File: src/rtl/crossbar_pkg.sv
// Shared types and width helper for the stream crossbar arbitration block.
package crossbar_pkg;

  typedef enum logic {
    ARB_RR    = 1'b0,
    ARB_FIXED = 1'b1
  } arb_mode_e;

  typedef enum logic {
    ARB_IDLE   = 1'b0,
    ARB_LOCKED = 1'b1
  } arb_state_e;

  // Index width that never collapses to zero bits for single-entry ranges.
  function automatic int max1_clog2(input int n);
    return (n <= 1) ? 1 : $clog2(n);
  endfunction

endpackage

File: src/rtl/crossbar_arbiter_array_if.sv
// Handshake bundle between the crossbar sources/destinations and the arbiter array.
interface crossbar_arbiter_array_if #(
  parameter int S_DATA_COUNT = 2,
  parameter int M_DATA_COUNT = 3
);
  import crossbar_pkg::*;

  localparam int T_ID___WIDTH = max1_clog2(S_DATA_COUNT);
  localparam int T_DEST_WIDTH = max1_clog2(M_DATA_COUNT);

  logic [S_DATA_COUNT-1:0]                   s_valid_i;
  logic [S_DATA_COUNT-1:0][T_DEST_WIDTH-1:0] s_dest_i;
  logic [S_DATA_COUNT-1:0]                   s_last_i;
  logic [S_DATA_COUNT-1:0]                   s_ready_o;
  logic [S_DATA_COUNT-1:0]                   s_dest_err_o;
  logic [M_DATA_COUNT-1:0]                   m_ready_i;
  logic [M_DATA_COUNT-1:0]                   m_valid_o;
  logic [M_DATA_COUNT-1:0][T_ID___WIDTH-1:0] grant_id_o;
  logic [M_DATA_COUNT-1:0]                   grant_valid_o;

  // Arbiter side.
  modport slave (
    input  s_valid_i, s_dest_i, s_last_i, m_ready_i,
    output s_ready_o, s_dest_err_o, m_valid_o, grant_id_o, grant_valid_o
  );

  // Source/destination environment side.
  modport master (
    output s_valid_i, s_dest_i, s_last_i, m_ready_i,
    input  s_ready_o, s_dest_err_o, m_valid_o, grant_id_o, grant_valid_o
  );

endinterface

File: src/rtl/crossbar_arbiter_array_packet_lock_arbiter.sv
// One destination's arbiter: picks a source, then holds it until the last beat transfers.
module packet_lock_arbiter
  import crossbar_pkg::*;
#(
  parameter int        N        = 2,
  parameter arb_mode_e ARB_MODE = ARB_RR,
  parameter int        IDW      = max1_clog2(N)
) (
  input  logic           clk_i,
  input  logic           rst_i,
  input  logic [N-1:0]   req_i,
  input  logic           src_valid_i,
  input  logic           src_last_i,
  input  logic           m_ready_i,
  output logic [IDW-1:0] grant_id_o,
  output logic           locked_o
);

  arb_state_e     state_q, state_d;
  logic [IDW-1:0] ptr_q, ptr_d;
  logic [IDW-1:0] grant_id_q, grant_id_d;
  logic [IDW-1:0] winner_s;
  logic           found_s;

  // Winner search: rotate from the pointer in round-robin, from index 0 in fixed mode.
  always_comb begin
    int  idx;
    logic take;
    winner_s = '0;
    found_s  = 1'b0;
    for (int i = 0; i < N; i++) begin
      idx      = (ARB_MODE == ARB_RR) ? (int'(ptr_q) + i) : i;
      idx      = (idx >= N) ? (idx - N) : idx;
      take     = ~found_s & req_i[idx];
      winner_s = take ? IDW'(idx) : winner_s;
      found_s  = found_s | take;
    end
  end

  // Next-state logic; the pointer advances only when a packet ends.
  always_comb begin
    state_d    = state_q;
    ptr_d      = ptr_q;
    grant_id_d = grant_id_q;
    case (state_q)
      ARB_IDLE: begin
        if (found_s) begin
          state_d    = ARB_LOCKED;
          grant_id_d = winner_s;
        end else begin
          state_d    = ARB_IDLE;
        end
      end
      ARB_LOCKED: begin
        if (src_valid_i && m_ready_i && src_last_i) begin
          state_d = ARB_IDLE;
          if (ARB_MODE == ARB_RR) begin
            ptr_d = (grant_id_q == IDW'(N - 1)) ? IDW'(0) : (grant_id_q + IDW'(1));
          end else begin
            ptr_d = ptr_q;
          end
        end else begin
          state_d = ARB_LOCKED;
        end
      end
      default: begin
        state_d = ARB_IDLE;
      end
    endcase
  end

  // State, pointer and grant registers.
  always_ff @(posedge clk_i) begin
    if (rst_i) begin
      state_q    <= ARB_IDLE;
      ptr_q      <= '0;
      grant_id_q <= '0;
    end else begin
      state_q    <= state_d;
      ptr_q      <= ptr_d;
      grant_id_q <= grant_id_d;
    end
  end

  assign grant_id_o = grant_id_q;
  assign locked_o   = (state_q == ARB_LOCKED);

endmodule

File: src/rtl/crossbar_arbiter_array.sv
// Per-destination packet-locked arbitration and handshake fan-in/fan-out for the stream crossbar.
module crossbar_arbiter_array
  import crossbar_pkg::*;
#(
  parameter int        S_DATA_COUNT = 2,
  parameter int        M_DATA_COUNT = 3,
  parameter arb_mode_e ARB_MODE     = ARB_RR
) (
  input  logic                     clk_i,
  input  logic                     rst_i,
  crossbar_arbiter_array_if.slave  bus
);

  localparam int T_ID___WIDTH = max1_clog2(S_DATA_COUNT);
  localparam int T_DEST_WIDTH = max1_clog2(M_DATA_COUNT);

  logic [S_DATA_COUNT-1:0] req_s [M_DATA_COUNT];
  logic [T_ID___WIDTH-1:0] grant_id_s [M_DATA_COUNT];
  logic [M_DATA_COUNT-1:0] locked_s;
  logic [M_DATA_COUNT-1:0] src_valid_s;
  logic [M_DATA_COUNT-1:0] src_last_s;
  logic [S_DATA_COUNT-1:0] locked_any_s;
  logic [S_DATA_COUNT-1:0] s_ready_s;

  // Sources already held by some destination are masked out of every request vector.
  always_comb begin
    locked_any_s = '0;
    for (int m = 0; m < M_DATA_COUNT; m++) begin
      for (int j = 0; j < S_DATA_COUNT; j++) begin
        locked_any_s[j] = locked_any_s[j] |
                          (locked_s[m] & (grant_id_s[m] == T_ID___WIDTH'(j)));
      end
    end
  end

  // Request masks and out-of-range destination flags.
  always_comb begin
    for (int m = 0; m < M_DATA_COUNT; m++) begin
      req_s[m] = '0;
      for (int j = 0; j < S_DATA_COUNT; j++) begin
        req_s[m][j] = bus.s_valid_i[j] & ~locked_any_s[j] &
                      (bus.s_dest_i[j] == T_DEST_WIDTH'(m));
      end
    end
    for (int j = 0; j < S_DATA_COUNT; j++) begin
      bus.s_dest_err_o[j] = bus.s_valid_i[j] & (32'(bus.s_dest_i[j]) >= 32'(M_DATA_COUNT));
    end
  end

  // Granted source's valid/last routed to each destination, ready routed back.
  always_comb begin
    s_ready_s = '0;
    for (int m = 0; m < M_DATA_COUNT; m++) begin
      src_valid_s[m] = 1'b0;
      src_last_s[m]  = 1'b0;
      for (int j = 0; j < S_DATA_COUNT; j++) begin
        src_valid_s[m] = src_valid_s[m] | (bus.s_valid_i[j] & (grant_id_s[m] == T_ID___WIDTH'(j)));
        src_last_s[m]  = src_last_s[m]  | (bus.s_last_i[j]  & (grant_id_s[m] == T_ID___WIDTH'(j)));
        s_ready_s[j]   = s_ready_s[j] |
                         (locked_s[m] & bus.m_ready_i[m] & (grant_id_s[m] == T_ID___WIDTH'(j)));
      end
    end
  end

  for (genvar m = 0; m < M_DATA_COUNT; m++) begin : g_dest
    packet_lock_arbiter #(
      .N        (S_DATA_COUNT),
      .ARB_MODE (ARB_MODE),
      .IDW      (T_ID___WIDTH)
    ) u_arb (
      .clk_i       (clk_i),
      .rst_i       (rst_i),
      .req_i       (req_s[m]),
      .src_valid_i (src_valid_s[m]),
      .src_last_i  (src_last_s[m]),
      .m_ready_i   (bus.m_ready_i[m]),
      .grant_id_o  (grant_id_s[m]),
      .locked_o    (locked_s[m])
    );

    assign bus.grant_id_o[m] = grant_id_s[m];
  end

  // Handshakes are suppressed while reset is asserted so no beat slips through a discarded lock.
  assign bus.s_ready_o     = rst_i ? '0 : s_ready_s;
  assign bus.m_valid_o     = rst_i ? '0 : (locked_s & src_valid_s);
  assign bus.grant_valid_o = rst_i ? '0 : locked_s;

endmodule

File: src/flat_wrapper.sv
// flat-port wrapper written by rule: the top's interface ports become plain ports
module crossbar_arbiter_array_flat import crossbar_pkg::*;
#(
  parameter int        S_DATA_COUNT = 2,
  parameter int        M_DATA_COUNT = 3,
  parameter arb_mode_e ARB_MODE     = ARB_RR
)
  (clk_i, rst_i, bus_s_valid_i, bus_s_dest_i, bus_s_last_i, bus_m_ready_i, bus_s_ready_o, bus_s_dest_err_o, bus_m_valid_o, bus_grant_id_o, bus_grant_valid_o);
  crossbar_arbiter_array_if #(.S_DATA_COUNT(S_DATA_COUNT), .M_DATA_COUNT(M_DATA_COUNT)) bus_i ();
  input  logic clk_i;
  input  logic rst_i;
  input wire logic [$bits(bus_i.s_valid_i)-1:0] bus_s_valid_i;
  input wire logic [$bits(bus_i.s_dest_i)-1:0] bus_s_dest_i;
  input wire logic [$bits(bus_i.s_last_i)-1:0] bus_s_last_i;
  input wire logic [$bits(bus_i.m_ready_i)-1:0] bus_m_ready_i;
  output wire logic [$bits(bus_i.s_ready_o)-1:0] bus_s_ready_o;
  output wire logic [$bits(bus_i.s_dest_err_o)-1:0] bus_s_dest_err_o;
  output wire logic [$bits(bus_i.m_valid_o)-1:0] bus_m_valid_o;
  output wire logic [$bits(bus_i.grant_id_o)-1:0] bus_grant_id_o;
  output wire logic [$bits(bus_i.grant_valid_o)-1:0] bus_grant_valid_o;
  assign bus_i.s_valid_i = bus_s_valid_i;
  assign bus_i.s_dest_i = bus_s_dest_i;
  assign bus_i.s_last_i = bus_s_last_i;
  assign bus_i.m_ready_i = bus_m_ready_i;
  assign bus_s_ready_o = bus_i.s_ready_o;
  assign bus_s_dest_err_o = bus_i.s_dest_err_o;
  assign bus_m_valid_o = bus_i.m_valid_o;
  assign bus_grant_id_o = bus_i.grant_id_o;
  assign bus_grant_valid_o = bus_i.grant_valid_o;
  crossbar_arbiter_array #(.S_DATA_COUNT(S_DATA_COUNT), .M_DATA_COUNT(M_DATA_COUNT), .ARB_MODE(ARB_MODE)) u_core (.clk_i(clk_i), .rst_i(rst_i), .bus(bus_i));
endmodule
File: config.mk
export PLATFORM = sky130hd
export DESIGN_NAME = crossbar_arbiter_array_flat
export DESIGN_NICKNAME = d
export VERILOG_FILES = /design/src/rtl/crossbar_pkg.sv /design/src/rtl/crossbar_arbiter_array_if.sv /design/src/rtl/crossbar_arbiter_array_packet_lock_arbiter.sv /design/src/rtl/crossbar_arbiter_array.sv /design/src/flat_wrapper.sv
export SDC_FILE = /design/constraint.sdc
export NUM_CORES = 1
export LEC_CHECK = 0
export ABC_AREA = 1
export CORE_MARGIN = 2
export CORE_UTILIZATION = 44
export CTS_CLUSTER_DIAMETER = 200
export DETAILED_ROUTE_END_ITERATION = 6
export GPL_TIMING_DRIVEN = 0
export PLACE_DENSITY = 0.88
export SYNTH_ARGS = -nofsm -noshare
export SYNTH_HDL_FRONTEND = slang
export SYNTH_SLANG_ARGS = --single-unit
File: constraint.sdc
create_clock -name clk_i -period 1.4 [get_ports clk_i]
set_input_delay 0.28 -clock clk_i [delete_from_list [all_inputs] [get_ports clk_i]]
set_output_delay 0.28 -clock clk_i [all_outputs]
set_load 0.05 [all_outputs]
==> impl_metrics.yaml <==
floorplan:
  fp.dieW_um: 45.7
  die_h_um: 45.7
  num_io_pins: 26
  start_util: 0.457
  rows: 15
  coreArea_mm2: 0.00167
  die-area_mm2: 0.00208
cts:
  cts_sinks: 9
  cts_tree: "done"
  cts_buffers: 3
  cts_hold_buf: 0
  cts_root_buffer: "clkbuf_4"
  htree_levels: 1
  cts.path.max_buffers: 2
  insertion_delay_ns: 0.28
  clk_pin_slew_ns: 0.07
setup_path:
  crit_type: "reg2out"
  critPathLaunchType: "flip-flop"
  cp-end-kind: "output pin"
  crit_family: "flip-flops"
  r2r_cells: 7
  r2r_start: "u_core.g_dest[1].u_arb.grant_id_o"
  worst-path-max-fanout: 7
  cp_num_buf_inv: 3
  cp_cell_sequence: "inv_4 > nand2_4 > o22ai_4 > o21ai_2 > inv_1 > buf_6"
  worstSetupStartpoint: "u_core.g_dest[1].u_arb.grant_id_o"
  r2r_slack_ns: -0.09
  slowest_delay_ns: 0.38
  path_depth: 6
  cp.required_ns: 1.12
  critPathSlowestCell: "dfxtp_4"
  crit_arrival_ns: 1.26
finish:
  stdcell_area_mm2: 0.00121
  syn_to_final_growth_pct: 58.9
  antenna_cells: 0
  fin_util: 0.726
  drive_above_1_share: 0.440
  fin_cells: 185
  nFillCells: 126
  layout.nets: 182
run:
  maxCapViolations: 0
synthesis:
  synthTopCellsByArea: "dfxtp_1 (24%), nand3_1 (14%), inv_1 (13%)"
  syn-num-nets: 146
  synth_seq_cells: 9
  syn_avg_cell_area_um2: 5.74
  syn-cell-area_um2: 763
  synthArstFlopShare: 0
  yosysTopAreaCellShare: 0.236
  synth_common_cells: "inv_1 (27), nand3_1 (21), nand2_1 (17)"
  ys_seq_area_frac: 0.236
  ys_types: 18
  yosysWarnings: 0
  synth_edf_count: 0
  synthMostInstantiatedCell: "inv_1"
  netlist_instances: 133
  synth_flop_cell: "dfxtp_1"
  yosysTopAreaCell: "dfxtp_1"
global_route:
  grt_overflow: 0
  grt_max_degree: 11
  grt_pass1_wl_um: 3910
  grt_pass1_vias: 976
  grt_usage: 0.263
  grt_antenna_before_repair: 0
sta:
  rsz0062_at_grt: "true"
  fin_crit_ns: 1.54
  tns_ns: -0.514
  slew_viol_final: 0
  final.setup_skew_ns: 0.00760
  finalCritPeriodShare: 1.10
  fmax_mhz: 651
  layout_setup_ws_ns: -0.135
  hold_viol_final: 0
  maxSlewHeadroom: 0.783
  finalSetupViolations: 6
  tightestPinTransition_ns: 0.325
outcome:
  status: "complete, but fails checks"
  violations: "setup timing"
placed_design:
  dp.cells: 174
  hpwlAfterDp_um: 1590
  gp_congestion: 0.952
  place_area_mm2: 0.00104
  portBuffers: 24
routing:
  vias_per_cell: 5.85
  wl_per_cell_um: 15.3
  wirelength_um: 2830
  ant_nets: 0
  dr.pass1.iters: 6
  dr.first_iter.drc_count: 77
  drc_errors: 0
  vias: 1083
min_path:
  min_delay_path_depth: 4
  hold_path.class: "in2reg"
  min-delay-start: "rst_i"
pwr:
  powerDensity_mw_per_mm2: 738
  total_power_uw: 894
  p_leak_uw: 0.000640
  peakVddDrop_uv: 643
-- placed cells by master (no fill, tap or decap), types with 5 or more instances in the layout --
cell type       n
buf_4          11
inv_2           5
nand3_1        18
nand2_1        11
nand2_4         5
dfxtp_4         5
a21oi_1        12
inv_1          23
dlygate4sd2_1   7
nand2_2        10
buf_6           7
clkbuf_4        5
nor2_1         11
-- registers in the layout (all words and copies together), names as in the netlist --
register	cells
u_core.g_dest.u_arb.locked_o	3
u_core.g_dest.u_arb.grant_id_o	3
u_core.g_dest.u_arb.ptr_q	3
-- path summary, 6_finish.rpt --
check	endpoint
setup reg to reg	u_core.g_dest[1].u_arb.ptr_q
hold reg to reg	u_core.g_dest[0].u_arb.ptr_q
setup / recovery	bus_s_ready_o[0]
hold / removal	u_core.g_dest[2].u_arb.grant_id_o
-- tightest hold or removal path, cell delays in order --
cell	delay, ns
clkbuf_2	0.23
a21oi_1	0.07
nand2_1	0.06
inv_1	0.03
-- area by class of cell --
type | count | area [um^2] | area share
Timing Repair Buffer | 31 | 273 | 0.225
Tap cell | 17 | 21.3 | 0.0175
Multi-Input combinational cell | 88 | 536 | 0.442
Buffer | 4 | 27.5 | 0.0227
Clock buffer | 4 | 26.3 | 0.0217
Inverter | 32 | 129 | 0.106
Sequential cell | 9 | 200 | 0.165
-- repair_timing --
action | CTS | global route
endpoints found under the setup margin | 13 | 9
hold endpoints to repair | 0 | 0
resized for setup | 112 | 22
buffers inserted | 5 | 2
pin swaps | 8 | 8
-- logic make-up (layout without fill, tap and decap cells) --
kind of cell	after synthesis	in the layout	synth area share
compound gates	23	23	0.159
flops	9	9	0.236
buf+inv	36	71	0.193
simple gates	65	65	0.411
-- per-stage QoR --
stage               hold WS (ns)  worst slack [ns]
CTS                        0.463           -0.0941
finish                     0.429            -0.135
floorplan                  0.430           -0.0653
global route               0.456            -0.161
detailed placement         0.454            -0.976
global placement           0.453            -0.985
-- power breakdown --
| part | internal, uW | total [uW] | switching, uW |
|---|---|---|---|
| Sequential | 271 | 308 | 36.8 |
| Clock | 110 | 213 | 103 |
| Combinational | 139 | 373 | 234 |
-- layer usage --
metal / part of all wire / routed length, um / vias to the layer above / track usage
met5: 0 / 0 / - / 0
met4: 0.070 / 199 / 0 / 0.141
met3: 0.090 / 255 / 34 / 0.0992
met2: 0.50 / 1410 / 84 / 0.431
met1: 0.34 / 963 / 481 / 0.291
li1: - / - / 484 / -
(Power assumes the default switching activity.)
